==> src/rtl/uart_tx_arbiter.sv <==
// Round-robin, message-granular arbiter that lets NUM_REQ byte streams share one
// uart_tx6 transmit FIFO, with a per-grant burst cap and an idle watchdog on the owner.
module uart_tx_arbiter #(
  parameter int NUM_REQ      = 4,
  parameter int MAX_BURST    = 16,
  parameter int IDLE_TIMEOUT = 64
) (
  input  logic                   clk,
  input  logic                   reset,
  input  logic [NUM_REQ-1:0]     req_valid,
  input  logic [8*NUM_REQ-1:0]   req_data,
  input  logic [NUM_REQ-1:0]     req_last,
  output logic [NUM_REQ-1:0]     req_ready,
  input  logic                   tx_full,
  output logic [7:0]             tx_data,
  output logic                   tx_write,
  output logic [NUM_REQ-1:0]     grant,
  output logic                   busy,
  output logic                   dbg_state
);

  localparam int LW = (NUM_REQ > 1) ? $clog2(NUM_REQ) : 1;
  localparam int BW = $clog2(MAX_BURST + 1);
  localparam int IW = (IDLE_TIMEOUT > 1) ? $clog2(IDLE_TIMEOUT) : 1;

  localparam logic [BW-1:0] BURST_LAST = BW'(MAX_BURST - 1);
  localparam logic [IW-1:0] IDLE_LAST  = IW'(IDLE_TIMEOUT - 1);
  localparam logic [LW-1:0] LAST_INIT  = LW'(NUM_REQ - 1);

  // Handshake: a byte moves on a cycle where req_valid[i] and req_ready[i] are
  // both high; tx_write pulses on exactly those cycles and only for the owner.
  typedef enum logic {
    IDLE = 1'b0,
    XFER = 1'b1
  } state_t;

  state_t               state_q, state_d;
  logic [NUM_REQ-1:0]   grant_q, grant_d;
  logic [LW-1:0]        owner_q, owner_d;
  logic [LW-1:0]        last_grant_q, last_grant_d;
  logic [BW-1:0]        byte_cnt_q, byte_cnt_d;
  logic [IW-1:0]        idle_cnt_q, idle_cnt_d;

  logic                 any_valid;
  logic [LW-1:0]        pick_idx;
  logic [LW-1:0]        cand;
  logic                 owner_valid;
  logic                 owner_last;
  logic                 fire;
  logic                 release_now;

  // Search from the farthest offset down so the nearest valid index after
  // last_grant is the one left standing.
  always_comb begin
    any_valid = 1'b0;
    pick_idx  = '0;
    cand      = '0;
    for (int off = NUM_REQ; off >= 1; off--) begin
      cand = LW'((int'(last_grant_q) + off) % NUM_REQ);
      if (req_valid[cand]) begin
        any_valid = 1'b1;
        pick_idx  = cand;
      end
    end
  end

  always_comb begin
    state_d      = state_q;
    grant_d      = grant_q;
    owner_d      = owner_q;
    last_grant_d = last_grant_q;
    byte_cnt_d   = byte_cnt_q;
    idle_cnt_d   = idle_cnt_q;
    req_ready    = '0;
    tx_write     = 1'b0;
    tx_data      = '0;
    owner_valid  = req_valid[owner_q];
    owner_last   = req_last[owner_q];
    fire         = 1'b0;
    release_now  = 1'b0;

    case (state_q)
      IDLE: begin
        if (any_valid) begin
          state_d           = XFER;
          grant_d           = '0;
          grant_d[pick_idx] = 1'b1;
          owner_d           = pick_idx;
          byte_cnt_d        = '0;
          idle_cnt_d        = '0;
        end
      end
      XFER: begin
        // Reset gating keeps a byte from slipping out on the reset cycle itself.
        req_ready[owner_q] = !tx_full && !reset;
        fire               = owner_valid && !tx_full && !reset;
        tx_write           = fire;
        if (fire) begin
          tx_data     = req_data[{owner_q, 3'b000} +: 8];
          byte_cnt_d  = byte_cnt_q + 1'b1;
          idle_cnt_d  = '0;
          release_now = owner_last || (byte_cnt_q == BURST_LAST);
        end else if (!owner_valid) begin
          if (idle_cnt_q == IDLE_LAST) begin
            release_now = 1'b1;
          end else begin
            idle_cnt_d = idle_cnt_q + 1'b1;
          end
        end
        if (release_now) begin
          state_d      = IDLE;
          grant_d      = '0;
          last_grant_d = owner_q;
        end
      end
      default: begin
        state_d = IDLE;
        grant_d = '0;
      end
    endcase
  end

  always_ff @(posedge clk) begin
    if (reset) begin
      state_q      <= IDLE;
      grant_q      <= '0;
      owner_q      <= '0;
      last_grant_q <= LAST_INIT;
      byte_cnt_q   <= '0;
      idle_cnt_q   <= '0;
    end else begin
      state_q      <= state_d;
      grant_q      <= grant_d;
      owner_q      <= owner_d;
      last_grant_q <= last_grant_d;
      byte_cnt_q   <= byte_cnt_d;
      idle_cnt_q   <= idle_cnt_d;
    end
  end

  assign grant     = grant_q;
  assign busy      = (state_q == XFER);
  assign dbg_state = state_q;

endmodule

==> config.mk <==
export PLATFORM = sky130hd
export DESIGN_NAME = uart_tx_arbiter
export DESIGN_NICKNAME = d
export VERILOG_FILES = /design/src/rtl/uart_tx_arbiter.sv
export SDC_FILE = /design/constraint.sdc
export NUM_CORES = 1
export LEC_CHECK = 0
export ABC_AREA = 1
export ABC_CLOCK_PERIOD_IN_PS = 1300
export BUFFER_PORTS_ARGS = -buffer_cell sky130_fd_sc_hd__buf_4
export CELL_PAD_IN_SITES_DETAIL_PLACEMENT = 0
export CELL_PAD_IN_SITES_GLOBAL_PLACEMENT = 1
export CORE_ASPECT_RATIO = 1.1
export CORE_MARGIN = 3
export CORE_UTILIZATION = 31
export CTS_BUF_LIST = sky130_fd_sc_hd__clkbuf_8
export DETAILED_ROUTE_END_ITERATION = 7
export GPL_TIMING_DRIVEN = 0
export PLACE_DENSITY_LB_ADDON = 0.12
export SLEW_MARGIN = 20
export SYNTH_ARGS = -nofsm -noshare
export SYNTH_HDL_FRONTEND = slang
export SYNTH_SLANG_ARGS = --single-unit
==> constraint.sdc <==
create_clock -name clk -period 1.3 [get_ports clk]
set_input_delay 0.195 -clock clk [delete_from_list [all_inputs] [get_ports clk]]
set_output_delay 0.195 -clock clk [all_outputs]
set_load 0.05 [all_outputs]
==> summary.txt <==
Synth Warn #: 0
Vias/cell: 5.028
vias in the first global route: 2016
Clock Skew: 3.381 ps
total core area: 4815 um2
Port-buffer cells: 61
required time worst endpoint: 1110 ps
CP max-delay cell: dfxtp_4
row count: 26
share of post-route cells with drive strength above 1: 61.49%
Min-Delay Path Class: primary input to flop
EDFF count, synth: 0
H-tree Lvls: 1
post-synth top area cell: dfxtp_1
Gate power share: 45.2%
fin area: 2927 um2
# diodes: 0
setup violators final: 33
fmax: 523.2 MHz
area grow syn2layout: 83.16%
Async SR Flop Fraction: 0%
Sw Ratio: 37.87%
Mapped Area: 1598 um2
Clock Tree Buf Depth: 2
crit-path cells: inv_8 -> nand3_2 -> nand2_2 -> inv_2 -> nand2_4 -> nand2_4 -> nor2_4 -> inv_4 -> a31oi_4 -> buf_6
Syn Inst Count: 248
minimum clock period: 1911 ps
register area share after synthesis: 25.06%
Slew @ Worst Pin: 396.8 ps
I/O pin cnt: 62
setup ws final: -611.3 ps
r2r setup slk: -340 ps
final worst path period share: 147.0%
Die Width: 74.45 um
setup TNS: -11330 ps
global-route wire length before repair: 9.080 mm
Routed wire per std cell: 13.47 um
CTS Buf Count: 3
Sw Pwr: 922.0 uW
Setup CP Type: flop to primary output
status: finished with violations
CTS tree: built
#FFs+latches synth: 20
top cells by area, synth: dfxtp_1, nand2_1, nand3_1
Worst Setup SP: owner_q[0]
Clk pwr share: 25.9%
clock-pin slew on the worst setup and hold paths: 80 ps
Mapped Nets: 294
die area: 6052 um2
min-delay src: reset
Final Slew Violations: 0
CP arrival: 1720 ps
WL final: 5.267 mm
Leakage: 0.001253 uW
Top FF cell, synth: dfxtp_1
most frequent CP cell: nand2_4
peak supply drop: 0.5300 mV
Synth cell types: 36
unrepaired setup endpoints after global routing: true
Synth top area share: 25.06%
syn_area_per_cell: 6.443 um2
Flop pwr share: 28.9%
pwr dens: 831.9 nW/um2
Post-route DRC: 0
Int Power: 1513 uW
CP Max Fanout: 6
Worst Setup Start Kind: flop
Starting Density: 33.19%
crit path capture type: primary output
Worst path max stage delay: 400 ps
final hold viol count: 0
Rel. slew slack: 73.52%
Routed Antenna Nets: 0
pin count of the biggest net entering global routing: 13
Routability Congestion: 0.7442
drt pass-1 iters: 4
Die H: 81.30 um
# fillers: 470
Total GRT Usage: 18.76%
initial antenna violation count: 0
clk_lat worst skew: 260 ps
hpwl dp: 3.727 mm
clock sinks: 20
launch point of the worst reg-to-reg path: owner_q[1]
detailed-route via count: 1966
pre-CTS WS: -489.4 ps
failing checks: setup timing
nets: 382
root buffer cell: clkbuf_8
total grt overflow: 0
initial drt markers: 60
Max Cap Viol: 0
Placed Area: 2367 um2
-- repair_timing --
| action | CTS | global route |
|---|---|---|
| pin swaps | 7 | 24 |
| hold buffers | 0 | 0 |
| cloned | 3 | 1 |
| gates resized for setup | 43 | 55 |
| setup buffers | 12 | 9 |
| setup endpoints to repair | 33 | 33 |
-- cells by family (layout without fill, tap and decap cells) --
| logic type | count (synthesis) | after routing | synth area share, % |
|---|---|---|---|
| AND/OR/NAND/NOR | 145 | 147 | 43.85 |
| XOR/XNOR | 3 | 3 | 1.645 |
| buffers and inverters | 33 | 118 | 10.41 |
| adder cells (fa/ha/maj) | 3 | 3 | 2.350 |
| AO/OA/AOI/OAI | 44 | 44 | 16.68 |
| flip-flops | 20 | 20 | 25.06 |
-- registers in the layout (all words and copies together) (netlist names) --
signal,count
last_grant_q,2
busy,1
byte_cnt_q,5
idle_cnt_q,6
grant,4
owner_q,2
-- layer usage --
metal	up-vias	GRT usage, %	share of wire (%)
met4	0	1.601	0.23
met2	51	33.48	50
li1	1008	-	-
met5	-	0	0
met3	2	6.436	7.8
met1	905	22.39	42
-- cell type report --
class / instances / area [um2] / share of cell area, %
Timing Repair Buffer: 82 / 706.9 / 24.16
Clock buffer: 3 / 41.29 / 1.411
Clock inverter: 1 / 30.03 / 1.026
Buffer: 5 / 43.79 / 1.496
Timing Repair inverter: 1 / 6.256 / 0.2138
Sequential cell: 20 / 415.4 / 14.19
Inverter: 26 / 138.9 / 4.746
Tap cell: 56 / 70.07 / 2.394
Multi-Input combinational cell: 197 / 1474 / 50.36
-- synth_stat cells, types with 4 or more instances --
library cell,count
a22oi_1,9
nand3_1,23
nand4_1,4
dfxtp_1,20
a31oi_1,8
nand2_1,78
nor3_1,6
inv_2,4
inv_1,18
o21ai_0,6
nand2_2,10
nor2_1,11
buf_6,4
a21oi_1,14
-- cell usage in the layout (no fill, tap or decap), types with 4 or more instances in the layout --
cell     Yosys  routed
a21oi_1     14       8
a21oi_2      0       6
a22oi_1      9       8
a31oi_4      0       8
buf_4        1      63
buf_6        4      18
dfxtp_1     20      14
inv_1       18      15
inv_4        1       5
nand2_1     78      50
nand2_2     10      28
nand2_4      1      11
nand3_1     23      10
nand3_2      2      15
nand4_1      4       4
nor2_1      11       6
nor2_2       3       4
nor2_4       3       8
o21ai_2      1       4
-- worst max-delay path, delay by kind of cell (launching register included) --
kind / cells / cell delay [ps]
flops: 1 / 400
simple gates: 5 / 510
buf+inv: 4 / 390
compound gates: 1 / 150
-- power groups by stage --
| stage | combinational [uW] | clock (uW) | sequential (uW) |
|---|---|---|---|
| CTS | 986 | 643 | 678 |
| detailed placement | 860 | 0 | 689 |
| floorplan | 570 | 0 | 730 |
| finish | 1100 | 631 | 705 |
| global route | 1190 | 656 | 712 |
| global placement | 860 | 0 | 689 |
-- stage by stage --
stage          util (%)  hold WS (ps)  total power, uW  cells
2_1_floorplan         -         425.1             1300    248
5_1_grt           60.78         435.9             2560    391
3_3_place_gp      49.17         439.0             1549    365
3_5_place_dp      49.17         443.3             1549    365
4_1_cts           55.87         453.3             2306    384
6_report          60.78         415.6             2435    391
-- path summary, 6_finish.rpt --
check,cells after the start,end
worst min register to register,1,byte_cnt_q[0]
worst max-delay path,10,tx_data[1]
worst min-delay path,3,grant[3]
worst max register to register,10,idle_cnt_q[1]
(Power assumes the default switching activity.)
